`src/rtl/mm_pkg.sv`:
```
// Shared types and constants for the master-code loader.
//   SYM_W_DEFAULT / MAX_SYM_DEFAULT : default symbol width and largest legal symbol
//   sym_t                           : one code symbol at the default width
//   fill_state_t                    : random-fill sequencer states
//   LFSR_MASK                       : Galois feedback mask of the 16-bit LFSR
package mm_pkg;

  localparam int SYM_W_DEFAULT   = 3;
  localparam int MAX_SYM_DEFAULT = 6;

  typedef logic [SYM_W_DEFAULT-1:0] sym_t;

  typedef enum logic [0:0] {
    IDLE = 1'b0,
    FILL = 1'b1
  } fill_state_t;

  localparam logic [15:0] LFSR_MASK = 16'hB400;

  // One step of a right-shifting Galois LFSR.
  function automatic logic [15:0] lfsr_step(input logic [15:0] cur, input logic [15:0] mask);
    logic [15:0] nxt;
    nxt = {1'b0, cur[15:1]};
    if (cur[0]) begin
      nxt = nxt ^ mask;
    end else begin
      nxt = nxt;
    end
    return nxt;
  endfunction

endpackage

```
`src/rtl/code_loader_lfsr16.sv`:
```
// Free-running 16-bit Galois LFSR used as the random symbol source.
//   CLOCK_50 : clock, rising edge
//   reset    : asynchronous active-high, loads SEED
//   state    : current LFSR value (steps every cycle)
module lfsr16
  import mm_pkg::*;
#(
  parameter logic [15:0] SEED = 16'hACE1,
  parameter logic [15:0] MASK = 16'hB400
) (
  input  logic        CLOCK_50,
  input  logic        reset,
  output logic [15:0] state
);

  logic [15:0] state_q;
  logic [15:0] state_d;

  // Next LFSR value; the register is never gated.
  always_comb begin
    state_d = lfsr_step(state_q, MASK);
  end

  // LFSR state register.
  always_ff @(posedge CLOCK_50 or posedge reset) begin
    if (reset) begin
      state_q <= SEED;
    end else begin
      state_q <= state_d;
    end
  end

  assign state = state_q;

endmodule

```
`src/rtl/code_loader.sv`:
```
// Master-code loader: holds NUM_SLOTS symbols (0 = empty), supports manual
// load / overwrite / single-slot clear with range checking, and a random fill
// of the empty slots from an LFSR.
//   CLOCK_50, reset         : clock and asynchronous active-high reset
//   clear_all               : synchronous clear of all slots, aborts a fill
//   game_playing            : code locked; loads and fills refused
//   load_req/slot/sym       : manual load strobe, target slot, symbol
//   overwrite               : allow replacing a full slot; with sym 0 clears it
//   fill_req                : start a random fill of the empty slots
//   code                    : flattened slots, slot i at [i*SYM_W +: SYM_W]
//   slot_full / all_loaded  : per-slot non-empty flags and their AND
//   busy                    : fill in progress
//   load_err / fill_done    : single-cycle status pulses
module code_loader
  import mm_pkg::*;
#(
  parameter int          NUM_SLOTS = 4,
  parameter int          SYM_W     = SYM_W_DEFAULT,
  parameter int          MAX_SYM   = MAX_SYM_DEFAULT,
  parameter logic [15:0] LFSR_SEED = 16'hACE1,
  localparam int         SLOT_W    = $clog2(NUM_SLOTS)
) (
  input  logic                       CLOCK_50,
  input  logic                       reset,
  input  logic                       clear_all,
  input  logic                       game_playing,
  input  logic                       load_req,
  input  logic [SLOT_W-1:0]          load_slot,
  input  logic [SYM_W-1:0]           load_sym,
  input  logic                       overwrite,
  input  logic                       fill_req,
  output logic [NUM_SLOTS*SYM_W-1:0] code,
  output logic [NUM_SLOTS-1:0]       slot_full,
  output logic                       all_loaded,
  output logic                       busy,
  output logic                       load_err,
  output logic                       fill_done
);

  if (LFSR_SEED == 16'h0000) begin : g_bad_seed
    $error("code_loader: LFSR_SEED must be nonzero");
  end
  if (NUM_SLOTS < 2) begin : g_bad_slots
    $error("code_loader: NUM_SLOTS must be at least 2");
  end
  if (MAX_SYM > (2**SYM_W) - 1 || MAX_SYM < 1) begin : g_bad_max
    $error("code_loader: MAX_SYM must lie in 1..2**SYM_W-1");
  end

  localparam logic [SLOT_W-1:0] LAST_IDX = SLOT_W'(NUM_SLOTS - 1);

  typedef logic [SYM_W-1:0] slot_sym_t;

  slot_sym_t   slot_q [NUM_SLOTS];
  slot_sym_t   slot_d [NUM_SLOTS];
  fill_state_t state_q, state_d;
  logic [SLOT_W-1:0] idx_q, idx_d;
  logic        load_err_q, load_err_d;
  logic        fill_done_q, fill_done_d;

  logic [15:0] lfsr_state;
  logic        lfsr_unused;
  slot_sym_t   cand;
  logic        cand_legal;
  logic        slot_ok;
  logic        sym_legal;
  logic        target_full;
  logic        load_accept;
  logic        advance;

  lfsr16 #(
    .SEED (LFSR_SEED),
    .MASK (LFSR_MASK)
  ) u_lfsr (
    .CLOCK_50 (CLOCK_50),
    .reset    (reset),
    .state    (lfsr_state)
  );

  assign cand        = lfsr_state[SYM_W-1:0];
  assign lfsr_unused = ^lfsr_state[15:SYM_W];

  // Manual-load acceptance decode and candidate legality.
  always_comb begin
    cand_legal  = (cand != {SYM_W{1'b0}}) && (cand <= SYM_W'(MAX_SYM));
    // Widened compare so a non-power-of-two slot count is range checked.
    slot_ok     = ({1'b0, load_slot} < (SLOT_W + 1)'(NUM_SLOTS));
    sym_legal   = (load_sym != {SYM_W{1'b0}}) && (load_sym <= SYM_W'(MAX_SYM));
    if (slot_ok) begin
      target_full = (slot_q[load_slot] != {SYM_W{1'b0}});
    end else begin
      target_full = 1'b0;
    end
    load_accept = load_req && !game_playing && (state_q == IDLE) && slot_ok &&
                  ((sym_legal && (!target_full || overwrite)) ||
                   ((load_sym == {SYM_W{1'b0}}) && overwrite));
  end

  // Next-state logic: clear_all beats the fill sequencer, which beats manual loads.
  always_comb begin
    slot_d      = slot_q;
    state_d     = state_q;
    idx_d       = idx_q;
    fill_done_d = 1'b0;
    advance     = 1'b0;
    load_err_d  = load_req && !load_accept;

    if (clear_all) begin
      for (int i = 0; i < NUM_SLOTS; i++) begin
        slot_d[i] = {SYM_W{1'b0}};
      end
      state_d = IDLE;
      idx_d   = {SLOT_W{1'b0}};
    end else begin
      case (state_q)
        IDLE: begin
          if (load_accept) begin
            slot_d[load_slot] = load_sym;
          end else begin
            slot_d = slot_q;
          end
          if (fill_req && !game_playing) begin
            state_d = FILL;
            idx_d   = {SLOT_W{1'b0}};
          end else begin
            state_d = IDLE;
          end
        end
        FILL: begin
          if (game_playing) begin
            // Lock-out aborts the fill; slots written so far stay.
            state_d = IDLE;
            idx_d   = {SLOT_W{1'b0}};
          end else begin
            if (slot_q[idx_q] != {SYM_W{1'b0}}) begin
              advance = 1'b1;
            end else if (cand_legal) begin
              slot_d[idx_q] = cand;
              advance       = 1'b1;
            end else begin
              advance = 1'b0;
            end
            if (advance && (idx_q == LAST_IDX)) begin
              state_d     = IDLE;
              idx_d       = {SLOT_W{1'b0}};
              fill_done_d = 1'b1;
            end else if (advance) begin
              idx_d = idx_q + SLOT_W'(1);
            end else begin
              idx_d = idx_q;
            end
          end
        end
        default: begin
          state_d = IDLE;
          idx_d   = {SLOT_W{1'b0}};
        end
      endcase
    end
  end

  // State, slot and status-pulse registers.
  always_ff @(posedge CLOCK_50 or posedge reset) begin
    if (reset) begin
      for (int i = 0; i < NUM_SLOTS; i++) begin
        slot_q[i] <= {SYM_W{1'b0}};
      end
      state_q     <= IDLE;
      idx_q       <= {SLOT_W{1'b0}};
      load_err_q  <= 1'b0;
      fill_done_q <= 1'b0;
    end else begin
      slot_q      <= slot_d;
      state_q     <= state_d;
      idx_q       <= idx_d;
      load_err_q  <= load_err_d;
      fill_done_q <= fill_done_d;
    end
  end

  for (genvar g = 0; g < NUM_SLOTS; g++) begin : g_code
    assign code[g*SYM_W +: SYM_W] = slot_q[g];
    assign slot_full[g]           = (slot_q[g] != {SYM_W{1'b0}});
  end

  assign all_loaded = &slot_full;
  assign busy       = (state_q == FILL);
  assign load_err   = load_err_q;
  assign fill_done  = fill_done_q;

endmodule
```
`config.mk`:
```
export PLATFORM = sky130hd
export DESIGN_NAME = code_loader
export DESIGN_NICKNAME = d
export VERILOG_FILES = /design/src/rtl/mm_pkg.sv /design/src/rtl/code_loader_lfsr16.sv /design/src/rtl/code_loader.sv
export SDC_FILE = /design/constraint.sdc
export NUM_CORES = 1
export LEC_CHECK = 0
export CELL_PAD_IN_SITES_DETAIL_PLACEMENT = 1
export CELL_PAD_IN_SITES_GLOBAL_PLACEMENT = 1
export CORE_ASPECT_RATIO = 0.5
export CORE_MARGIN = 5
export CORE_UTILIZATION = 40
export DETAILED_ROUTE_END_ITERATION = 7
export GPL_TIMING_DRIVEN = 1
export PLACE_DENSITY = 0.81
export RECOVER_POWER = 25
export SLEW_MARGIN = 20
export SYNTH_ARGS = -nofsm -noshare
export SYNTH_HDL_FRONTEND = slang
export SYNTH_HIERARCHICAL = 1
export SYNTH_SLANG_ARGS = --single-unit
```
`constraint.sdc`:
```
create_clock -name CLOCK_50 -period 2.4 [get_ports CLOCK_50]
set_input_delay 0.36 -clock CLOCK_50 [delete_from_list [all_inputs] [get_ports CLOCK_50]]
set_output_delay 0.36 -clock CLOCK_50 [all_outputs]
set_load 0.1 [all_outputs]
```
==> flow_summary.ini <==
[setup_path]
reg2regPathDepth = 5
endpoint_kind = flip-flop
worst-path-max-fanout = 10
arrival_ns = 2.45
cpPeakStageDelay_ns = 0.51
cp.required_ns = 2.59
timing.rr.end = code[3]
critical_path.cell_chain = clkdlybuf4s50_1 > a311oi_1 > o2111a_1 > a21o_1 > nor2_1 > o31ai_1
worst_path_max_delay_cell = clkdlybuf4s50_1
crit_buf_inv = 1
crit_type = in2reg
start_kind = input pin
crit_family = compound AO/OA/AOI/OAI gates
reg2reg_slack_ns = 0.21
timing.rr.start = u_lfsr/state[0]

[placed_design]
port_buffers = 31
gp_congestion = 0.954
dpl.hpwl_um = 3940
post_dp_cell_area_sq_um = 2220

[floorplanning]
core-area_sq_um = 4360
die_w_um = 105
core.rowCount = 17
start_util = 0.410
num_io_pins = 32
die-area_sq_um = 5980
die_y_um = 57.3

[route]
drtPass1Iterations = 5
drtIter0Drc = 65
post-route-drc-count = 0
ant_nets = 0
num_vias = 1579
detail_route.wl_per_cell_um = 19.6
wl_um = 5420
vias_per_cell = 5.72

[sta]
max_slew_margin = 0.510
max_freq_ghz = 0.443
drv_slew = 0
final.setup_skew_ns = 0.0106
fin_crit_ns = 2.26
finalSetupViolCount = 0
finalHoldViolations = 0
rsz0062_at_grt = false
min_period_over_period = 0.941
tightest_slew_ns = 0.734

[clocking]
htreeDepth = 2
clock_latency_ns = 0.30
cts.clk_slew.worst_paths_ns = 0.07
clkSinkCount = 33
cts_made_buffers = 5
cts_hold_buf = 0
cts-resized-gates = 0
clock-root-buffer = clkbuf_8
cts_tree = built
cts_buffer_depth = 2
postCtsSetupRepairBufs = 0

[worst_hold_path]
min_from = u_lfsr/state[3]
hold_end = u_lfsr/state[2]
hp-class = reg2reg
hold_depth = 0

[final_layout]
drive_above_1_share = 0.320
design_area_sq_um = 2330
synthToLayoutAreaGrowth_pct = 30.5
n_antenna_cell = 0
nFillCells = 489
utilization = 0.535
nNetsFinal = 234

[run_status]
status = finished, final reports clean

[global_route]
grt_max_degree = 27
grt_pass1_vias = 1716
grt_remaining_overflow = 0
antenna_found_initial = 0
grt_util_all_layers = 0.187
grt_pass1_wl_um = 8710

[logic_synthesis]
netlist_instances = 175
syn_area_per_cell_sq_um = 10.2
synth.cell_area_sq_um = 1790
yosysWarnings = 6
synth_nets = 191

[flow_run]
cap_violations = 0

[pwr]
cellPowerDensity_nw_per_um2 = 700
ir_drop_mv = 0.340
p_leak_uw = 0.00104
==> layout make-up <==
cell class | count | area (sq um) | share of cell area
well taps | 57 | 71.3 | 0.0306
inverters | 11 | 41.3 | 0.0177
clock inverters | 3 | 46.3 | 0.0199
clock buffers | 5 | 68.8 | 0.0295
flip-flops and latches | 33 | 851 | 0.365
repair buffers | 47 | 393 | 0.169
multi-input cells | 120 | 860 | 0.369
==> worst register-to-register path, cell delays in order (launching register included) <==
cell and delay [ns]:
dfstp_1 0.83, nor3_1 0.13, nor4b_1 0.35, nand2_1 0.24
a21oi_1 0.38, a22o_1 0.21
==> layer usage <==
metal	routed length (um)	GRT usage	up-vias
met5	0	0	-
met4	89	0.0720	0
met3	313	0.0531	13
met2	2650	0.311	38
met1	2360	0.233	804
li1	-	-	724
==> where the power goes <==
group / total [uW] / internal, uW / switching (uW) / leakage [uW]
clock: 545 / 311 / 235 / 0.0000543
combinational: 491 / 136 / 355 / 0.000577
sequential: 595 / 575 / 19.8 / 0.000407
total: 1630 / 1020 / 609 / 0.00104
==> sequential cells by signal, indices dropped and copies added, names as in the netlist <==
signal	flops
busy	1
code	12
fill_done	1
idx_q	2
load_err	1
u_lfsr/state	16
==> metrics by stage <==
step	total power (uW)	cells	worst slack (ns)	TNS [ns]	hold slack [ns]
3_5_place_dp	1090	268	-0.0975	-0.435	0.340
4_1_cts	1650	276	0.204	0	0.358
5_1_grt	1700	276	0.0687	0	0.363
6_report	1630	276	0.142	0	0.359
3_3_place_gp	1080	268	0.0454	0	0.336
2_1_floorplan	944	175	0.0116	0	0.268
==> worst max-delay path by stage <==
stage               slack, ns    endpoint            start  cells past startpoint
floorplan                0.01  all_loaded          code[9]                      2
global placement         0.05     code[1]      load_sym[2]                      6
detailed placement       -0.1     code[8]     game_playing                      6
CTS                      0.20     code[8]     game_playing                      6
global route             0.07     code[3]  u_lfsr/state[0]                      5
finish                   0.14     code[1]     game_playing                      6
==> cells in the final DEF (no fill, tap or decap), types with 7 or more instances in the layout <==
cell type / instances
buf_4: 35
o21ai_0: 13
dfrtp_1: 13
dfrtp_2: 12
inv_1: 11
a21oi_1: 10
nand3_1: 10
clkdlybuf4s50_1: 10
nand2_1: 9
nor3_1: 7
dfstp_2: 7
(Power assumes the default switching activity.)
